==> src/rtl/button_conditioner.sv <==
// rtl/button_conditioner.sv - per-button synchroniser, debounce, press/release pulses and hold-to-repeat
module button_conditioner #(
    parameter int NUM_BTN         = 5,
    parameter int DEBOUNCE_CYCLES = 1_000_000,
    parameter int REPEAT_DELAY    = 50_000_000,
    parameter int REPEAT_RATE     = 10_000_000
) (
    input  logic               clk,
    input  logic               rst_n,
    input  logic [NUM_BTN-1:0] btn_raw,
    input  logic               repeat_en,
    output logic [NUM_BTN-1:0] btn_level,
    output logic [NUM_BTN-1:0] btn_press,
    output logic [NUM_BTN-1:0] btn_release,
    output logic [NUM_BTN-1:0] btn_repeat,
    output logic               any_press
);

    localparam int DW   = $clog2(DEBOUNCE_CYCLES);
    localparam int RMAX = (REPEAT_DELAY > REPEAT_RATE) ? REPEAT_DELAY : REPEAT_RATE;
    localparam int RW   = $clog2(RMAX);

    localparam logic [DW-1:0] DB_LAST  = DW'(DEBOUNCE_CYCLES - 1);
    localparam logic [RW-1:0] RD_LAST  = RW'(REPEAT_DELAY - 1);
    localparam logic [RW-1:0] RR_LAST  = RW'(REPEAT_RATE - 1);

    typedef enum logic [1:0] {
        R_IDLE  = 2'd0,
        R_DELAY = 2'd1,
        R_RPT   = 2'd2
    } rstate_t;

    logic [NUM_BTN-1:0] sync1_q, sync2_q;
    logic [NUM_BTN-1:0] level_q, level_d;
    logic [NUM_BTN-1:0] press_q, release_q, repeat_q;
    logic [NUM_BTN-1:0] repeat_d;
    logic               any_q;

    always_ff @(posedge clk or negedge rst_n) begin
        if (!rst_n) begin
            sync1_q   <= '0;
            sync2_q   <= '0;
            level_q   <= '0;
            press_q   <= '0;
            release_q <= '0;
            repeat_q  <= '0;
            any_q     <= 1'b0;
        end else begin
            sync1_q   <= btn_raw;
            sync2_q   <= sync1_q;
            level_q   <= level_d;
            press_q   <= level_d & ~level_q;
            release_q <= ~level_d & level_q;
            repeat_q  <= repeat_d;
            any_q     <= |(level_d & ~level_q);
        end
    end

    for (genvar i = 0; i < NUM_BTN; i++) begin : g_btn
        logic [DW-1:0] cnt_q, cnt_d;
        logic          lvl_d;
        rstate_t       state_q, state_d;
        logic [RW-1:0] rcnt_q, rcnt_d;
        logic          rpt_d;

        // Any sample equal to the current level restarts the debounce window.
        always_comb begin
            cnt_d = '0;
            lvl_d = level_q[i];
            if (sync2_q[i] != level_q[i]) begin
                if (cnt_q == DB_LAST) begin
                    lvl_d = sync2_q[i];
                end else begin
                    cnt_d = cnt_q + 1'b1;
                end
            end
        end

        always_ff @(posedge clk or negedge rst_n) begin
            if (!rst_n) begin
                cnt_q   <= '0;
                state_q <= R_IDLE;
                rcnt_q  <= '0;
            end else begin
                cnt_q   <= cnt_d;
                state_q <= state_d;
                rcnt_q  <= rcnt_d;
            end
        end

        // The FSM follows the next level so DELAY starts on the press edge itself.
        always_comb begin
            state_d = state_q;
            rcnt_d  = rcnt_q;
            if (!lvl_d) begin
                state_d = R_IDLE;
                rcnt_d  = '0;
            end else begin
                case (state_q)
                    R_IDLE: begin
                        state_d = R_DELAY;
                        rcnt_d  = '0;
                    end
                    R_DELAY: begin
                        if (!repeat_en) begin
                            rcnt_d = '0;
                        end else if (rcnt_q == RD_LAST) begin
                            state_d = R_RPT;
                            rcnt_d  = '0;
                        end else begin
                            rcnt_d = rcnt_q + 1'b1;
                        end
                    end
                    R_RPT: begin
                        if (!repeat_en) begin
                            state_d = R_DELAY;
                            rcnt_d  = '0;
                        end else if (rcnt_q == RR_LAST) begin
                            rcnt_d = '0;
                        end else begin
                            rcnt_d = rcnt_q + 1'b1;
                        end
                    end
                    default: begin
                        state_d = R_IDLE;
                        rcnt_d  = '0;
                    end
                endcase
            end
        end

        always_comb begin
            rpt_d = 1'b0;
            if (lvl_d && repeat_en) begin
                rpt_d = ((state_q == R_DELAY) && (rcnt_q == RD_LAST)) ||
                        ((state_q == R_RPT)   && (rcnt_q == RR_LAST));
            end
        end

        assign level_d[i]  = lvl_d;
        assign repeat_d[i] = rpt_d;
    end

    assign btn_level   = level_q;
    assign btn_press   = press_q;
    assign btn_release = release_q;
    assign btn_repeat  = repeat_q;
    assign any_press   = any_q;

endmodule

==> config.mk <==
export PLATFORM = sky130hd
export DESIGN_NAME = button_conditioner
export DESIGN_NICKNAME = d
export VERILOG_FILES = /design/src/rtl/button_conditioner.sv
export SDC_FILE = /design/constraint.sdc
export NUM_CORES = 1
export LEC_CHECK = 0
export CORE_UTILIZATION = 50
export DETAILED_ROUTE_END_ITERATION = 10
export GPL_TIMING_DRIVEN = 0
export PLACE_DENSITY = 0.69
export REMOVE_ABC_BUFFERS = 1
export SLEW_MARGIN = 15
export SYNTH_ARGS = -nofsm -noshare
export SYNTH_HDL_FRONTEND = slang
export SYNTH_SLANG_ARGS = --single-unit
==> constraint.sdc <==
create_clock -name clk -period 2.08 [get_ports clk]
set_input_delay 0.416 -clock clk [delete_from_list [all_inputs] [get_ports clk]]
set_output_delay 0.416 -clock clk [all_outputs]
set_load 0.01 [all_outputs]
-- Yosys cells after proc, flatten, opt, wreduce, memory -nomap -nowiden
Index checks and enable logic that the tools add are counted.
- flip-flop bits (word level): 271
- output and inout bits: 21
- memory bits (writable): 0
- bits of input ports: 8
- memories: 0
- memory bits (read-only): 0
- logic and storage cells: 188
- bits in latches: 0
- div/mod/pow operators: 0
- add/subtract/negate cells: 10
- reductions and logical operators: 31
- shift operators: 0
- bitwise logic cells: 4
- eq/ne operators: 45
- muxes and demuxes: 76
- multiply operators: 0
- order comparisons: 0
- operator list (kind ; count):
    26-bit two-way mux ; 25
    26-bit case mux with 2 select lines ; 5
    20-bit two-way mux ; 10
    26-bit by 1-bit adder with 26-bit output (second input constant) ; 5
    26-bit by 24-bit equality test with 1-bit output (second input constant) ; 5
    26-bit equality test (second input constant) ; 5
    20-bit by 1-bit adder with 20-bit output (second input constant) ; 5
    20-bit equality test (second input constant) ; 5
    3-bit inequality test (second input constant) ; 15
    2-bit two-way mux ; 16
    2-bit case mux with 3 select lines ; 5
    1-bit logical AND ; 15
    1-bit two-way mux ; 15
    3-bit AND reduction ; 5
    5-bit AND ; 2
    2-bit by 1-bit equality test with 1-bit output (second input constant) ; 5
    2-bit equality test (second input constant) ; 5
    2-bit zero test ; 5
    5-bit inverter ; 2
    1-bit logical OR ; 5
    1-bit inequality test ; 5
    5-bit OR reduction ; 1

-- Depth between registers and ports, before layout
Gate-level depths: netlist of run 1.
- depth after elaboration: 5
- gate-level depth with buffers: 10
- depth with buffers taken out: 7

-- Worst setup path before layout of run 1
Ideal clock, no wire load.
- path type: register to register
- start point: register g_btn[3].cnt_q[0]
- end point: register g_btn[3].cnt_q[16]
- arrival time: 1.972 ns
- slack: -0.011 ns
- period minus slack after synthesis: 2.091 ns
- data required time: 1.961 ns
- setup time: 0.119 ns
- stages on the path, launching flop included: 11
- buffers on the path: 4
- cells stage by stage: dfrtp_1 ha_1 nand3_1 or2_2 clkbuf_1 or3_1 clkbuf_1 nand2b_1 buf_4 buf_6 nor2_1
- cells in the longest elaborated chain, start to end: 3
- elaborated cells on any way between the ends: 4
- those cells by class: add/sub: 1; eq/ne: 1; mux: 2
- RTL lines (element ; line ; source):
    from (decl) ; 60 ; logic [DW-1:0] cnt_q, cnt_d;
    from (signal assigned) ; 85 ; cnt_q <= cnt_d;
    20-bit by 1-bit adder with 20-bit output or 20-bit equality test (tied branches) ; 74, 71 ;
    20-bit two-way mux (*) ; 71 ; if (cnt_q == DB_LAST) begin
    20-bit two-way mux (*) ; 70 ; if (sync2_q[i] != level_q[i]) begin
    net g_btn[3].cnt_d[16] ; 60 ;
Mark *: on every way through the listed nets, which the timed path passes. The rest lies on a longest branch.
A chain may end at the register's enable or synchronous reset.

-- Worst setup path after layout of run 1
- start point: register g_btn[1].rcnt_q[0]
- end point: register g_btn[1].rcnt_q[24]
- cells in the longest elaborated chain, start to end: 5
- elaborated cells on any way between the ends: 9
- those cells by class: add/sub: 1; eq/ne: 2; mux: 6
- RTL lines (element ; line ; source):
    from (decl) ; 63 ; logic [RW-1:0] rcnt_q, rcnt_d;
    from (signal assigned) ; 87 ; rcnt_q <= rcnt_d;
    26-bit by 1-bit adder with 26-bit output (tied with other cells) ; 111, 121 ;
    26-bit two-way mux (on tied branches) ; 118, 107 ;
    26-bit two-way mux (on tied branches) ; 115, 105 ;
    26-bit case mux with 2 select lines (*) ; 99 ; case (state_q)
    26-bit two-way mux (*) ; 95 ; if (!lvl_d) begin
    net g_btn[1].rcnt_d[24] ; 63 ;
Marked as above.

==> results of run 1 <==
[stage by stage]
step	hold slack, ns	std cells	TNS, ns	util (%)
after floorplan	0.120	1354	-8.67	-
after global placement	0.335	1723	-3134.69	52.5
after detailed placement	0.336	1726	-126.95	52.9
after CTS	0.303	1794	-0.108	58.2
after global routing	0.311	1822	-1.20	60.7
final	0.320	1823	0	60.7
[power by group through the flow]
stage | sequential (mW) | combinational (mW) | clock, mW
finish | 5.34 | 0.250 | 5.08
global route | 5.35 | 0.293 | 5.40
CTS | 5.34 | 0.248 | 5.21
detailed placement | 5.44 | 0.243 | 0
global placement | 5.44 | 0.219 | 0
floorplan | 5.43 | 0.0706 | 0
[final cells by class]
cell class / instances / share of cell area [%]
Antenna cell: 1 / 0.0154
Clock buffer: 43 / 5.16
Clock inverter: 9 / 0.623
Inverter: 43 / 0.993
Multi-Input combinational cell: 1050 / 44.6
Sequential cell: 271 / 41.8
Tap cell: 341 / 2.62
Timing Repair Buffer: 65 / 4.19
[routing by layer]
metal | up-vias | GRT usage (%) | wire (um)
met2 | 185 | 33.9 | 14400
met1 | 5081 | 27.9 | 13000
met5 | - | 0 | 0
li1 | 4961 | - | -
met3 | 62 | 2.64 | 994
met4 | 0 | 5.31 | 746
[how the worst max path moves through the flow]
| stage | from | end | slack [ns] | cells past startpoint |
|---|---|---|---|---|
| final | g_btn[1].rcnt_q[0] | g_btn[1].rcnt_q[24] | 0.03 | 8 |
| after global routing | g_btn[0].cnt_q[0] | g_btn[0].rcnt_q[13] | -0.07 | 7 |
| after CTS | g_btn[2].cnt_q[0] | any_press | -0.1 | 6 |
| after detailed placement | repeat_en | g_btn[4].state_q[0] | -1.10 | 5 |
| after global placement | rst_n | g_btn[0].cnt_q[17] | -11.16 | 1 |
| after floorplan | g_btn[0].rcnt_q[22] | g_btn[0].rcnt_q[10] | -0.14 | 5 |
[kinds of logic (layout without fill, tap and decap cells)]
logic type      after synthesis  in the layout  share of synthesized area, %
simple gates                739            739                          27.6
flops                       271            271                          49.8
xor+xnor                    213            213                          13.7
buf+inv                      82            160                          2.89
compound gates               51             61                          2.72
fa+ha+maj                    30             30                          2.76
mux                           7              7                         0.515
other cells                   0              1                             0
[sequential cells by signal, indices dropped and copies added (netlist names)]
register / flops
sync2_q: 5
btn_press: 5
g_btn.rcnt_q: 130
any_press: 1
sync1_q: 5
btn_repeat: 5
btn_release: 5
g_btn.cnt_q: 100
btn_level: 5
g_btn.state_q: 10
[what timing repair did]
action	in CTS	in global routing
setup endpoints to repair	218	262
gates cloned	7	5
setup buffers	8	23
hold buffers	1	0
resized for setup	64	86
hold endpoints to repair	44	0
pin swaps	13	28
[cells in the mapped netlist, drive strengths merged (8+ instances only)]
master / count / share of area, %
buf: 27 / 1.4
ha: 30 / 2.8
or3: 17 / 0.78
inv: 43 / 1.2
nor4: 28 / 1.3
nor2: 278 / 7.7
and2: 9 / 0.41
a21oi: 11 / 0.40
or4: 8 / 0.44
nand3: 84 / 3.1
and4: 28 / 1.8
dfrtp: 271 / 50
nor4b: 13 / 0.93
nand4: 55 / 2.6
nor3b: 10 / 0.55
clkbuf: 12 / 0.34
nand2: 90 / 2.5
and3: 32 / 1.5
nor3: 54 / 2.0
xor2: 100 / 6.4
xnor2: 113 / 7.3
==> metrics, run 1 <==
Crit Path Max Fanout=7; slowest stage delay, CP=around 0.42 ns; vias per cell=5.64; DRT antenna net count=0; Clock Latency Late Sink=around 0.55 ns; final instance area=16300 sq um; via count=10289; Die Ht=roughly 170 um; fin crit share=~98%; Reg2Reg Depth=8; I/O Pins=29; Row Count=60; vias in the first global route=a little under 10000; detailed placement HPWL=between 15000 and 20000 um; most frequent cells in the layout=nor2_1, dfrtp_1, xnor2_1; Avg Cell Area, Syn=approximately 9.8 sq um; Req. time, crit path=approximately 2.5 ns; Post-Synthesis Cells=between 1000 and 1500; slew margin rel.=45.6%; initial antenna violation count=0; Max-cap violations=0; EDFF count, synth=0; Cell variety after synth=58; minimum clock period=2.05 ns; count of final setup violators=0; FF/Latch Area=a little under 7000 sq um; root buffer cell=clkbuf_16; Clock Pin Slew Worst Setup and Hold Paths=about 0.060 ns; Gate power share=about 2.3%; Hold Crit Class=input pin to flop; Psw=2.28 mW; setup ws final=roughly 0.033 ns; Synth Flop Type=dfrtp_1; Worst R2R End=g_btn[1].rcnt_q[24]; reg-to-reg startpoint=g_btn[1].rcnt_q[0]; layout cells sized above 1=around an eighth; Static Leak=roughly 6.4 nW; Worst R2R Setup Slack=between 0.03 and 0.04 ns; Die Width=167 um; input/output buffers=28; sequential cell area fraction in the yosys report=between 40% and 50%; #FFs+latches synth=~270; Peak VDD IR=0.539 mV; Hold Path Stages=1; Remaining Overflow, GRT=0; WL final=roughly 30000 um; nets@finish=1498; Seq pwr share=approximately 50%; Worst setup SP type=flop; Slew Limit Fails=0; status=finished, final reports clean; CTS tree=yes; worst slack at placement=-1.10 ns; global-route wire length before repair=~48000 um; Crit. End Element=flop; clk buf depth=3; Area Overhead vs Synth=19.5%; die area=between 20000 and 30000 sq um; Sw Share=around a fifth; footprint of the multi-input gates=a little over 7000 sq um; Post-synth ARST share=100%; H-tree level count=1; DRC=0; GRT Overall Usage=around a fifth; hold path start=btn_raw[2]; FILL cells=2213; RSZ-0062 raised after global routing=true; Initial DRT Pass Iterations=8; GP Congestion=0.808; CTS Buf Count=29; CP cell instances=ha_4 > and4_4 > nand4_1 > buf_6 > o41ai_4 > buf_4 > a22o_4 > nor2_1; Starting Density=50.8%; Synth Warn #=0; highest-delay cell along the critical path=dfrtp_1; Arr. time, crit path=2.48 ns; Final Total Pwr=10.7 mW; drt wl/cell=~16 um; TritonCTS Sinks=271; sum of buffers and inverters on the critical path=2; pin count of the biggest net entering global routing=89; power density over cell area=roughly 660 nW/um^2; Int Pwr=~8.4 mW; Cell Area, Placed=~14000 sq um; WS Path Type=flop to flop; Initial DRC Count=just under 600; final hold violation count=0; core area=about 27000 sq um; Hold Path Sink=sync1_q[2]; Cell Area, Synth=roughly 14000 sq um; clock share of power=a little under half; Slew @ Worst Pin=between 0.8 and 0.9 ns; clock skew after layout=about 0.008 ns; CP delay by family, top=compound AO/OA/AOI/OAI gates; fmax=0.489 GHz
Note: power is estimated with default switching activity, not from simulation.
==> run 2, diff against run 1 <==
CORE_UTILIZATION = 40   (was 50)
GPL_TIMING_DRIVEN = 1   (was 0)
PLACE_DENSITY = not set   (was 0.69)
==> metrics, run 2 (synthesis results as in run 1) <==
most frequent cells in the layout=nor2_1, dfrtp_1, xnor2_1 (unchanged); Clock Latency Late Sink=0.56 ns (was 0.55 ns); Sum Neg Setup Slack=0 ns (unchanged); Largest Register=g_btn.rcnt_q (unchanged); FILL cells=3072 (was 2213); vias per cell=5.09 (was 5.64); root buffer cell=clkbuf_16 (unchanged); CP cell instances=nor4_4 > buf_4 > nand4_1 > or3_1 > a22o_1 > buf_12 > nor2_2 (was ha_4 > and4_4 > nand4_1 > buf_6 > o41ai_4 > buf_4 > a22o_4 > nor2_1); detailed placement HPWL=19000 um (was 17200 um); GRT Overall Usage=16.2% (was 20.3%); slew margin rel.=60.0% (was 45.6%); biggest regs=g_btn.rcnt_q: 130 flops, g_btn.cnt_q: 100 flops, g_btn.state_q: 10 flops (unchanged); Max-cap violations=0 (unchanged); clock share of power=50.3% (was 47.6%); final instance area=16700 sq um (was 16300 sq um); Static Leak=6.74 nW (was 6.35 nW); Gate power share=2.5% (was 2.3%); Slew Limit Fails=0 (unchanged); highest-delay cell along the critical path=dfrtp_1 (unchanged); Worst setup SP type=flop (unchanged); DRC=0 (unchanged); Area Overhead vs Synth=22.8% (was 19.5%); layout cells sized above 1=15.5% (was 13.4%); H-tree level count=1 (unchanged); nets@finish=1572 (was 1498); RSZ-0062 raised after global routing=true (unchanged); Slew @ Worst Pin=0.594 ns (was 0.810 ns); core area=33500 sq um (was 26800 sq um); GP Congestion=0.806 (was 0.808); minimum clock period=2.08 ns (was 2.05 ns); clock skew after layout=0.0151 ns (was 0.00824 ns); CP delay by family, top=simple AND/OR/NAND/NOR gates (was compound AO/OA/AOI/OAI gates); global-route wire length before repair=48000 um (was 47700 um); slowest stage delay, CP=0.41 ns (was 0.42 ns); vias in the first global route=9990 (was 9885); pin count of the biggest net entering global routing=50 (was 89); input/output buffers=28 (unchanged); power density over cell area=677 nW/um^2 (was 656 nW/um^2); Starting Density=40.6% (was 50.8%); die area=34800 sq um (was 27900 sq um); Crit. End Element=flop (unchanged); Clock Pin Slew Worst Setup and Hold Paths=0.06 ns (about the same); final hold violation count=0 (unchanged); I/O Pins=29 (unchanged); clk buf depth=3 (unchanged); WL final=28000 um (was 29200 um); Die Ht=186 um (was 167 um); CTS Buf Count=30 (was 29); Remaining Overflow, GRT=0 (unchanged); CTS tree=yes (unchanged); Largest register FFs=130 (unchanged); WS Path Type=flop to flop (unchanged); Peak VDD IR=0.692 mV (was 0.539 mV); via count=10196 (was 10289); fmax=0.482 GHz (was 0.489 GHz); Cell Area, Placed=15200 sq um (was 14200 sq um); Psw=2.34 mW (was 2.28 mW); Int Pwr=8.98 mW (was 8.39 mW); count of final setup violators=0 (unchanged); Seq pwr share=47.2% (was 50.1%); Sw Share=20.7% (was 21.4%); Initial DRT Pass Iterations=5 (was 8); ant diodes=0 (was 1); Row Count=67 (was 60); initial antenna violation count=0 (unchanged); TritonCTS Sinks=271 (unchanged); Hold Crit Class=input pin to flop (unchanged); Crit Path Max Fanout=26 (was 7); Die Width=186 um (was 167 um); DRT antenna net count=0 (unchanged); sum of buffers and inverters on the critical path=2 (unchanged); Req. time, crit path=2.56 ns (was 2.51 ns); drt wl/cell=14.0 um (was 16.0 um); Arr. time, crit path=2.56 ns (was 2.48 ns); fin crit share=99.8% (was 98.4%); Initial DRC Count=450 (was 589); status=finished, final reports clean (unchanged); commonest non-fill, non-tap cell in the layout=nor2_1
-- run 2: cell type report --
| type | instances | area (sq um) | area share [%] |
|---|---|---|---|
| sequential | 271 | 6790 | 40.6 |
| multi-input combinational | 1040 | 6740 | 40.4 |
| clock inverter | 14 | 199 | 1.19 |
| tap | 448 | 561 | 3.35 |
| clock buffer | 41 | 883 | 5.29 |
| inverter | 43 | 161 | 0.966 |
| timing repair buffer | 148 | 1380 | 8.26 |
-- run 2: final timing paths --
kind,end,from,slack [ns],cells after the start
max,g_btn[4].rcnt_q[5],g_btn[4].cnt_q[8],0.003,7
min,sync1_q[2],btn_raw[2],0.30,1
max reg2reg,g_btn[4].rcnt_q[5],g_btn[4].cnt_q[8],0.003,7
min reg2reg,sync2_q[0],sync1_q[0],0.35,0
max in group asynchronous,g_btn[0].rcnt_q[11],rst_n,1.01,3
min in group asynchronous,g_btn[1].rcnt_q[14],rst_n,0.39,2
-- run 2: per-layer routing --
metal	track usage, %	wire, um	vias up
met2	26.6	13200	116
met5	0	0	-
li1	-	-	5075
met1	22.3	13500	4967
met3	2.50	801	38
met4	4.07	481	0
-- run 2: per-stage QoR --
stage	hold slack (ns)	power (mW)	setup slack [ns]	instances	util [%]
5_1_grt	0.277	11.7	-0.0789	2005	49.8
3_3_place_gp	0.341	5.72	-0.0675	1942	45.4
3_5_place_dp	0.341	5.73	-0.0689	1942	45.4
6_report	0.302	11.3	0.00344	2005	49.8
2_1_floorplan	0.120	5.50	-0.141	1354	-
4_1_cts	0.271	11.5	0.00527	1999	48.8
-- run 2: timing repair --
item	CTS	global route
hold buffers	1	0
setup buffers	1	5
gates resized for setup	10	56
cloned	0	1
pin swaps	3	15
endpoints found under the hold margin	43	0
endpoints found under the setup margin	56	165
-- run 2: power by group through the flow --
stage	clock [mW]	combinational (mW)	sequential (mW)
floorplan	0	0.0706	5.43
global placement	0	0.288	5.43
detailed placement	0	0.293	5.43
CTS	5.88	0.296	5.34
global route	6.08	0.328	5.34
finish	5.69	0.284	5.34
==> run 3, diff against run 2 <==
CAP_MARGIN = 5   (was not set)
CTS_CLUSTER_DIAMETER = 150   (was not set)
==> results of run 3 <==
No change in the layout: final DEF, timing and power equal those of run 2.
